## config.mk

```make
export PLATFORM = sky130hd
export DESIGN_NAME = exe_stage
export DESIGN_NICKNAME = d
export VERILOG_FILES = /design/src/rtl/exe_stage.sv
export SDC_FILE = /design/constraint.sdc
export NUM_CORES = 1
export LEC_CHECK = 0
export BUFFER_PORTS_ARGS = -buffer_cell sky130_fd_sc_hd__buf_2
export CAP_MARGIN = 20
export CORE_AREA = 2 2 249 251
export CTS_CLUSTER_DIAMETER = 30
export DETAILED_ROUTE_END_ITERATION = 10
export DIE_AREA = 0 0 251 253
export GPL_ROUTABILITY_DRIVEN = 0
export PLACE_DENSITY_LB_ADDON = 0.2
export SLEW_MARGIN = 15
export SYNTH_ARGS = -nofsm -noshare
export SYNTH_HDL_FRONTEND = slang
export SYNTH_SLANG_ARGS = --single-unit
```

## constraint.sdc

```tcl
create_clock -name clk -period 7.4 [get_ports clk]
set_input_delay 1.48 -clock clk [delete_from_list [all_inputs] [get_ports clk]]
set_output_delay 1.48 -clock clk [all_outputs]
set_load 0.1 [all_outputs]
```

## src/rtl/exe_stage.sv

```systemverilog
// Execute stage between the ID/EXE and EX/MEM pipeline registers: operand forwarding,
// single-cycle ALU, iterative shift-add MUL with upstream stall, registered EX/MEM outputs.
module exe_stage #(
  parameter int MUL_BITS = 1
) (
  input  logic        clk,
  input  logic        rst,
  input  logic        id_mem_to_reg,
  input  logic        id_reg_write,
  input  logic        id_mem_write,
  input  logic        id_mem_read,
  input  logic        id_alu_src,
  input  logic        id_reg_dst,
  input  logic [2:0]  id_alu_op,
  input  logic [31:0] id_read_data1,
  input  logic [31:0] id_read_data2,
  input  logic [31:0] id_imm,
  input  logic [4:0]  id_rs,
  input  logic [4:0]  id_rt,
  input  logic [4:0]  id_rd,
  input  logic        exmem_fwd_reg_write,
  input  logic        memwb_fwd_reg_write,
  input  logic [4:0]  exmem_fwd_rd,
  input  logic [4:0]  memwb_fwd_rd,
  input  logic [31:0] exmem_fwd_data,
  input  logic [31:0] memwb_fwd_data,
  output logic        exe_stall,
  output logic        exmem_mem_to_reg,
  output logic        exmem_reg_write,
  output logic        exmem_mem_write,
  output logic        exmem_mem_read,
  output logic [31:0] exmem_alu_result,
  output logic [31:0] exmem_write_data,
  output logic [4:0]  exmem_dst,
  output logic        exmem_zero
);

  localparam int         N        = 32 / MUL_BITS;
  localparam logic [5:0] LAST_CNT = 6'(N - 1);

  localparam logic [2:0] OP_AND = 3'b000;
  localparam logic [2:0] OP_OR  = 3'b001;
  localparam logic [2:0] OP_ADD = 3'b010;
  localparam logic [2:0] OP_MUL = 3'b011;
  localparam logic [2:0] OP_XOR = 3'b100;
  localparam logic [2:0] OP_NOR = 3'b101;
  localparam logic [2:0] OP_SUB = 3'b110;
  localparam logic [2:0] OP_SLT = 3'b111;

  typedef enum logic [1:0] {
    IDLE = 2'd0,
    BUSY = 2'd1,
    DONE = 2'd2
  } state_t;

  state_t state_q, state_d;

  // Forwarding: EX/MEM beats MEM/WB, and register 0 is never forwarded.
  logic        a_from_ex, a_from_wb, b_from_ex, b_from_wb;
  logic [31:0] op_a, b_reg, op_b;

  assign a_from_ex = exmem_fwd_reg_write && (exmem_fwd_rd == id_rs) && (id_rs != 5'd0);
  assign a_from_wb = memwb_fwd_reg_write && (memwb_fwd_rd == id_rs) && (id_rs != 5'd0);
  assign b_from_ex = exmem_fwd_reg_write && (exmem_fwd_rd == id_rt) && (id_rt != 5'd0);
  assign b_from_wb = memwb_fwd_reg_write && (memwb_fwd_rd == id_rt) && (id_rt != 5'd0);

  assign op_a  = a_from_ex ? exmem_fwd_data : (a_from_wb ? memwb_fwd_data : id_read_data1);
  assign b_reg = b_from_ex ? exmem_fwd_data : (b_from_wb ? memwb_fwd_data : id_read_data2);
  assign op_b  = id_alu_src ? id_imm : b_reg;

  logic       is_mul;
  logic [3:0] id_ctrl;
  logic [4:0] id_dst;

  assign is_mul  = (id_alu_op == OP_MUL);
  assign id_ctrl = {id_mem_to_reg, id_reg_write, id_mem_write, id_mem_read};
  assign id_dst  = id_reg_dst ? id_rd : id_rt;

  logic [31:0] alu_res;

  always_comb begin
    alu_res = '0;
    unique case (id_alu_op)
      OP_AND: alu_res = op_a & op_b;
      OP_OR:  alu_res = op_a | op_b;
      OP_ADD: alu_res = op_a + op_b;
      OP_MUL: alu_res = '0;
      OP_XOR: alu_res = op_a ^ op_b;
      OP_NOR: alu_res = ~(op_a | op_b);
      OP_SUB: alu_res = op_a - op_b;
      OP_SLT: alu_res = {31'd0, ($signed(op_a) < $signed(op_b))};
    endcase
  end

  // Shift-add multiplier state; the control bundle is captured at start so DONE is self-contained.
  logic [31:0] mcand_q, mplier_q, acc_q, wdata_hold_q;
  logic [5:0]  cnt_q;
  logic [3:0]  ctrl_hold_q;
  logic [4:0]  dst_hold_q;
  logic [31:0] pp [MUL_BITS];
  logic [31:0] step_sum;

  genvar gi;
  generate
    for (gi = 0; gi < MUL_BITS; gi++) begin : g_pp
      assign pp[gi] = mplier_q[gi] ? (mcand_q << gi) : 32'd0;
    end
  endgenerate

  always_comb begin
    step_sum = acc_q;
    for (int k = 0; k < MUL_BITS; k++) begin
      step_sum = step_sum + pp[k];
    end
  end

  logic [3:0]  exm_ctrl_q, exm_ctrl_d;
  logic [31:0] exm_result_q, exm_result_d;
  logic [31:0] exm_wdata_q, exm_wdata_d;
  logic [4:0]  exm_dst_q, exm_dst_d;
  logic        exm_zero_q, exm_zero_d;

  always_comb begin
    state_d      = state_q;
    exe_stall    = 1'b0;
    exm_ctrl_d   = '0;
    exm_result_d = '0;
    exm_wdata_d  = '0;
    exm_dst_d    = '0;
    case (state_q)
      IDLE: begin
        if (is_mul) begin
          exe_stall = 1'b1;
          state_d   = BUSY;
        end else begin
          exm_ctrl_d   = id_ctrl;
          exm_result_d = alu_res;
          exm_wdata_d  = b_reg;
          exm_dst_d    = id_dst;
        end
      end
      BUSY: begin
        exe_stall = 1'b1;
        if (cnt_q == LAST_CNT) begin
          state_d = DONE;
        end
      end
      DONE: begin
        state_d      = IDLE;
        exm_ctrl_d   = ctrl_hold_q;
        exm_result_d = acc_q;
        exm_wdata_d  = wdata_hold_q;
        exm_dst_d    = dst_hold_q;
      end
      default: state_d = IDLE;
    endcase
    // Stall must drop the instant reset is applied, without waiting for the state register.
    if (!rst) begin
      exe_stall = 1'b0;
    end
    exm_zero_d = (exm_result_d == 32'd0);
  end

  always_ff @(posedge clk or negedge rst) begin
    if (!rst) begin
      state_q      <= IDLE;
      exm_ctrl_q   <= '0;
      exm_result_q <= '0;
      exm_wdata_q  <= '0;
      exm_dst_q    <= '0;
      exm_zero_q   <= 1'b0;
    end else begin
      state_q      <= state_d;
      exm_ctrl_q   <= exm_ctrl_d;
      exm_result_q <= exm_result_d;
      exm_wdata_q  <= exm_wdata_d;
      exm_dst_q    <= exm_dst_d;
      exm_zero_q   <= exm_zero_d;
    end
  end

  always_ff @(posedge clk or negedge rst) begin
    if (!rst) begin
      mcand_q      <= '0;
      mplier_q     <= '0;
      acc_q        <= '0;
      cnt_q        <= '0;
      ctrl_hold_q  <= '0;
      dst_hold_q   <= '0;
      wdata_hold_q <= '0;
    end else if (state_q == IDLE && is_mul) begin
      mcand_q      <= op_a;
      mplier_q     <= op_b;
      acc_q        <= '0;
      cnt_q        <= '0;
      ctrl_hold_q  <= id_ctrl;
      dst_hold_q   <= id_dst;
      wdata_hold_q <= b_reg;
    end else if (state_q == BUSY) begin
      acc_q    <= step_sum;
      mcand_q  <= mcand_q << MUL_BITS;
      mplier_q <= mplier_q >> MUL_BITS;
      cnt_q    <= cnt_q + 6'd1;
    end
  end

  assign {exmem_mem_to_reg, exmem_reg_write, exmem_mem_write, exmem_mem_read} = exm_ctrl_q;
  assign exmem_alu_result = exm_result_q;
  assign exmem_write_data = exm_wdata_q;
  assign exmem_dst        = exm_dst_q;
  assign exmem_zero       = exm_zero_q;

endmodule

```

==> impl_metrics.json <==
{
  "via_count": 18700,
  "hold_depth": 2,
  "clock_latency_ns": 0.58,
  "drv_cap": 0,
  "top_layer_used": "met5",
  "crit_path_end_kind": "register",
  "first_pass_iters": 6,
  "ys_types": 100,
  "area_growth_pct": 29.0,
  "ys_ff_latch": 219,
  "post-cts-setup-buffer-count": 0,
  "final_common_cell": "nand2_1",
  "avgViaCountPerCell": 5.52,
  "hold_viol_final": 0,
  "crit_path_start": "id_rs[0]",
  "r2r_setup_slack_ns": 2.83,
  "holdWs_ns": 0.476,
  "arrival_ns": 6.91,
  "rows": 91,
  "tns_ns": 0,
  "numClockSinks": 219,
  "synth_compound_area_share_pct": 25.8,
  "drc_errors": 0,
  "async_flop_share_pct": 100,
  "total_power_w": 0.00728,
  "rr_worst_depth": 15,
  "hold-path-endpoint": "wdata_hold_q[15]",
  "criticalPathCategory": "input port to register",
  "grt_overflow_total": 0,
  "drv_slew": 0,
  "antenna_found_initial": 5,
  "nets": 2884,
  "clk_pin_slew_worst_paths_ns": 0.04,
  "rsz0062_at_grt": "false",
  "yosysWarnings": 0,
  "grt_max_degree": 90,
  "seq_area_frac_synth_pct": 30.4,
  "grtUsageTotal_pct": 24.2,
  "synth_adder_area_share_pct": 9.75,
  "setup_violations": 0,
  "start_kind": "input port",
  "synth_edf_count": 0,
  "synth_mux_area_share_pct": 7.20,
  "fin_util_pct": 38.1,
  "seqCellArea_mm2": 0.00548,
  "worst_ep_required_time_ns": 7.85,
  "tightestPinTransition_ns": 0.934,
  "synth_flop_cell": "dfrtp_1",
  "met1_length_um": 34600,
  "multi_input_area_mm2": 0.0116,
  "syn_area_mm2": 0.0180,
  "mostFrequentLayoutCells": "344 x nand2_1, 271 x buf_2, 217 x o21ai_0",
  "cts_tree": "built",
  "synth-xor-area-share_pct": 3.79,
  "synth_simple_gate_area_share_pct": 17.6,
  "cts_root_buf": "clkbuf_16",
  "cts_hold_buf": 0,
  "nFillCells": 6289,
  "vdd_ir_drop_max_v": 0.000145,
  "grt_pass1_vias": 18500,
  "synthCells": 2230,
  "drt_iter0_drc": 2056,
  "ant_nets": 0,
  "dieHeight_um": 253,
  "wl_um": 78200,
  "layout-drive-gt1-share_pct": 22.0,
  "hpwl_um": 59200,
  "io_pins": 273,
  "grt_pass1_wl_um": 117000,
  "worstHoldStart": "wdata_hold_q[15]",
  "place_area_mm2": 0.0208,
  "wl_per_cell_um": 23.1,
  "outcome": "completed",
  "cp_max_fo": 32,
  "htree_levels": 3,
  "slew_headroom_pct": 37.8,
  "routed-wl-met3_um": 6980,
  "min_period_over_period_pct": 87.3,
  "synth_top_family_by_area": "compound AO/OA/AOI/OAI gates",
  "syn_nets": 2566,
  "cts.repair.resized": 0,
  "wl_met2_um": 33900,
  "powerDensity_mw_per_mm2": 313,
  "start_util_pct": 29.6,
  "fp.dieW_um": 251,
  "finish.instance_area_mm2": 0.0233,
  "core_mm2": 0.0610,
  "die-area_mm2": 0.0635,
  "cts_inserted_buffers": 68,
  "power.leakage_nw": 10.9,
  "cts_buffer_depth": 3,
  "r2r-start": "mplier_q[0]",
  "fin_worst_skew_ns": 0.0218,
  "io_buffers": 272,
  "r2r-end": "acc_q[31]",
  "max_freq_ghz": 0.155,
  "syn_area_per_cell_um2": 8.09,
  "layout_min_cycle_time_ns": 6.46,
  "hold_class": "register to register"
}
## critical path: stages
cell and delay (ns):
buf_2 0.13, xnor2_1 0.17, nand4_1 0.19, nor4_2 0.29, buf_12 0.30, mux2i_1 0.22, nor2_1 0.05, a21oi_1 0.61
inv_1 0.15, ha_1 0.46, nor2_1 0.36, nor3_1 0.09, a221o_1 0.35, a211o_2 0.36, o2111a_1 0.24, or3_1 0.30
a2111oi_0 0.57, a221o_1 0.21, nor4_1 0.06, nand4b_1 0.19, nor4b_2 0.07
## how the worst max path moves through the flow
stage | endpoint | depth (start not counted) | slack (ns)
floorplan | exmem_zero | 23 | 1.09
global placement | exmem_zero | 22 | 0.59
detailed placement | exmem_zero | 22 | 0.52
CTS | exmem_zero | 22 | 1.11
global route | exmem_zero | 23 | 0.72
finish | exmem_zero | 21 | 0.94
## per-stage QoR
stage,std cells,setup slack [ns]
floorplan,2230,1.09
global placement,3267,0.594
CTS,3390,1.11
detailed placement,3267,0.521
global route,3391,0.721
finish,3392,0.939
## layer usage
layer / vias to the layer above / track usage, %
met3: 161 / 5.71
met2: 924 / 37.4
li1: 8618 / -
met5: - / 0
met1: 9019 / 32.8
met4: 2 / 9.17
## area by class of cell
type / instances / share of cell area (%)
clock inverters: 29 / 1.87
flip-flops and latches: 219 / 23.6
multi-input cells: 1760 / 50.0
well taps: 790 / 4.25
clock buffers: 94 / 8.60
repair buffers: 391 / 9.96
diodes: 1 / 0.0107
inverters: 108 / 1.74
## synth_stat cells (27+ instances only)
| master | n | area [um2] |
|---|---|---|
| inv_1 | 105 | 394 |
| dfrtp_1 | 219 | 5480 |
| mux2i_1 | 123 | 1230 |
| a22oi_1 | 72 | 541 |
| xnor2_1 | 48 | 420 |
| nor2_1 | 150 | 563 |
| xor2_1 | 30 | 263 |
| a21o_1 | 31 | 233 |
| nor3_1 | 30 | 150 |
| o21ai_0 | 217 | 1090 |
| and3_1 | 27 | 169 |
| nand2_1 | 344 | 1290 |
| a21oi_1 | 165 | 826 |
| nand3_1 | 33 | 165 |
| ha_1 | 135 | 1690 |
| and2_1 | 37 | 231 |
| clkbuf_1 | 102 | 383 |
## state kept, by name, summed over array words and instances (netlist names), 5 cells and up
register          cells
mplier_q             32
dst_hold_q            5
exmem_dst             5
cnt_q                 6
mcand_q              32
exmem_write_data     32
acc_q                32
exmem_alu_result     32
wdata_hold_q         32
## report_power, final
group          internal [W]  leakage, nW  switching [W]
clock               0.00221         1.21       0.000838
combinational      0.000838         6.78        0.00154
sequential          0.00153         2.86       0.000320
total               0.00458         10.9        0.00270
## cell families (layout without fill, tap and decap cells)
kind of cell | Yosys count | count (layout)
adders and majority gates | 139 | 139
DFF | 219 | 219
buffers and inverters | 251 | 622
muxes | 129 | 129
and+or+nand+nor | 706 | 706
other | 0 | 1
xor gates and xnor gates | 78 | 78
AOI/OAI and AO/OA | 708 | 708
Note: power is estimated with default switching activity, not from simulation.
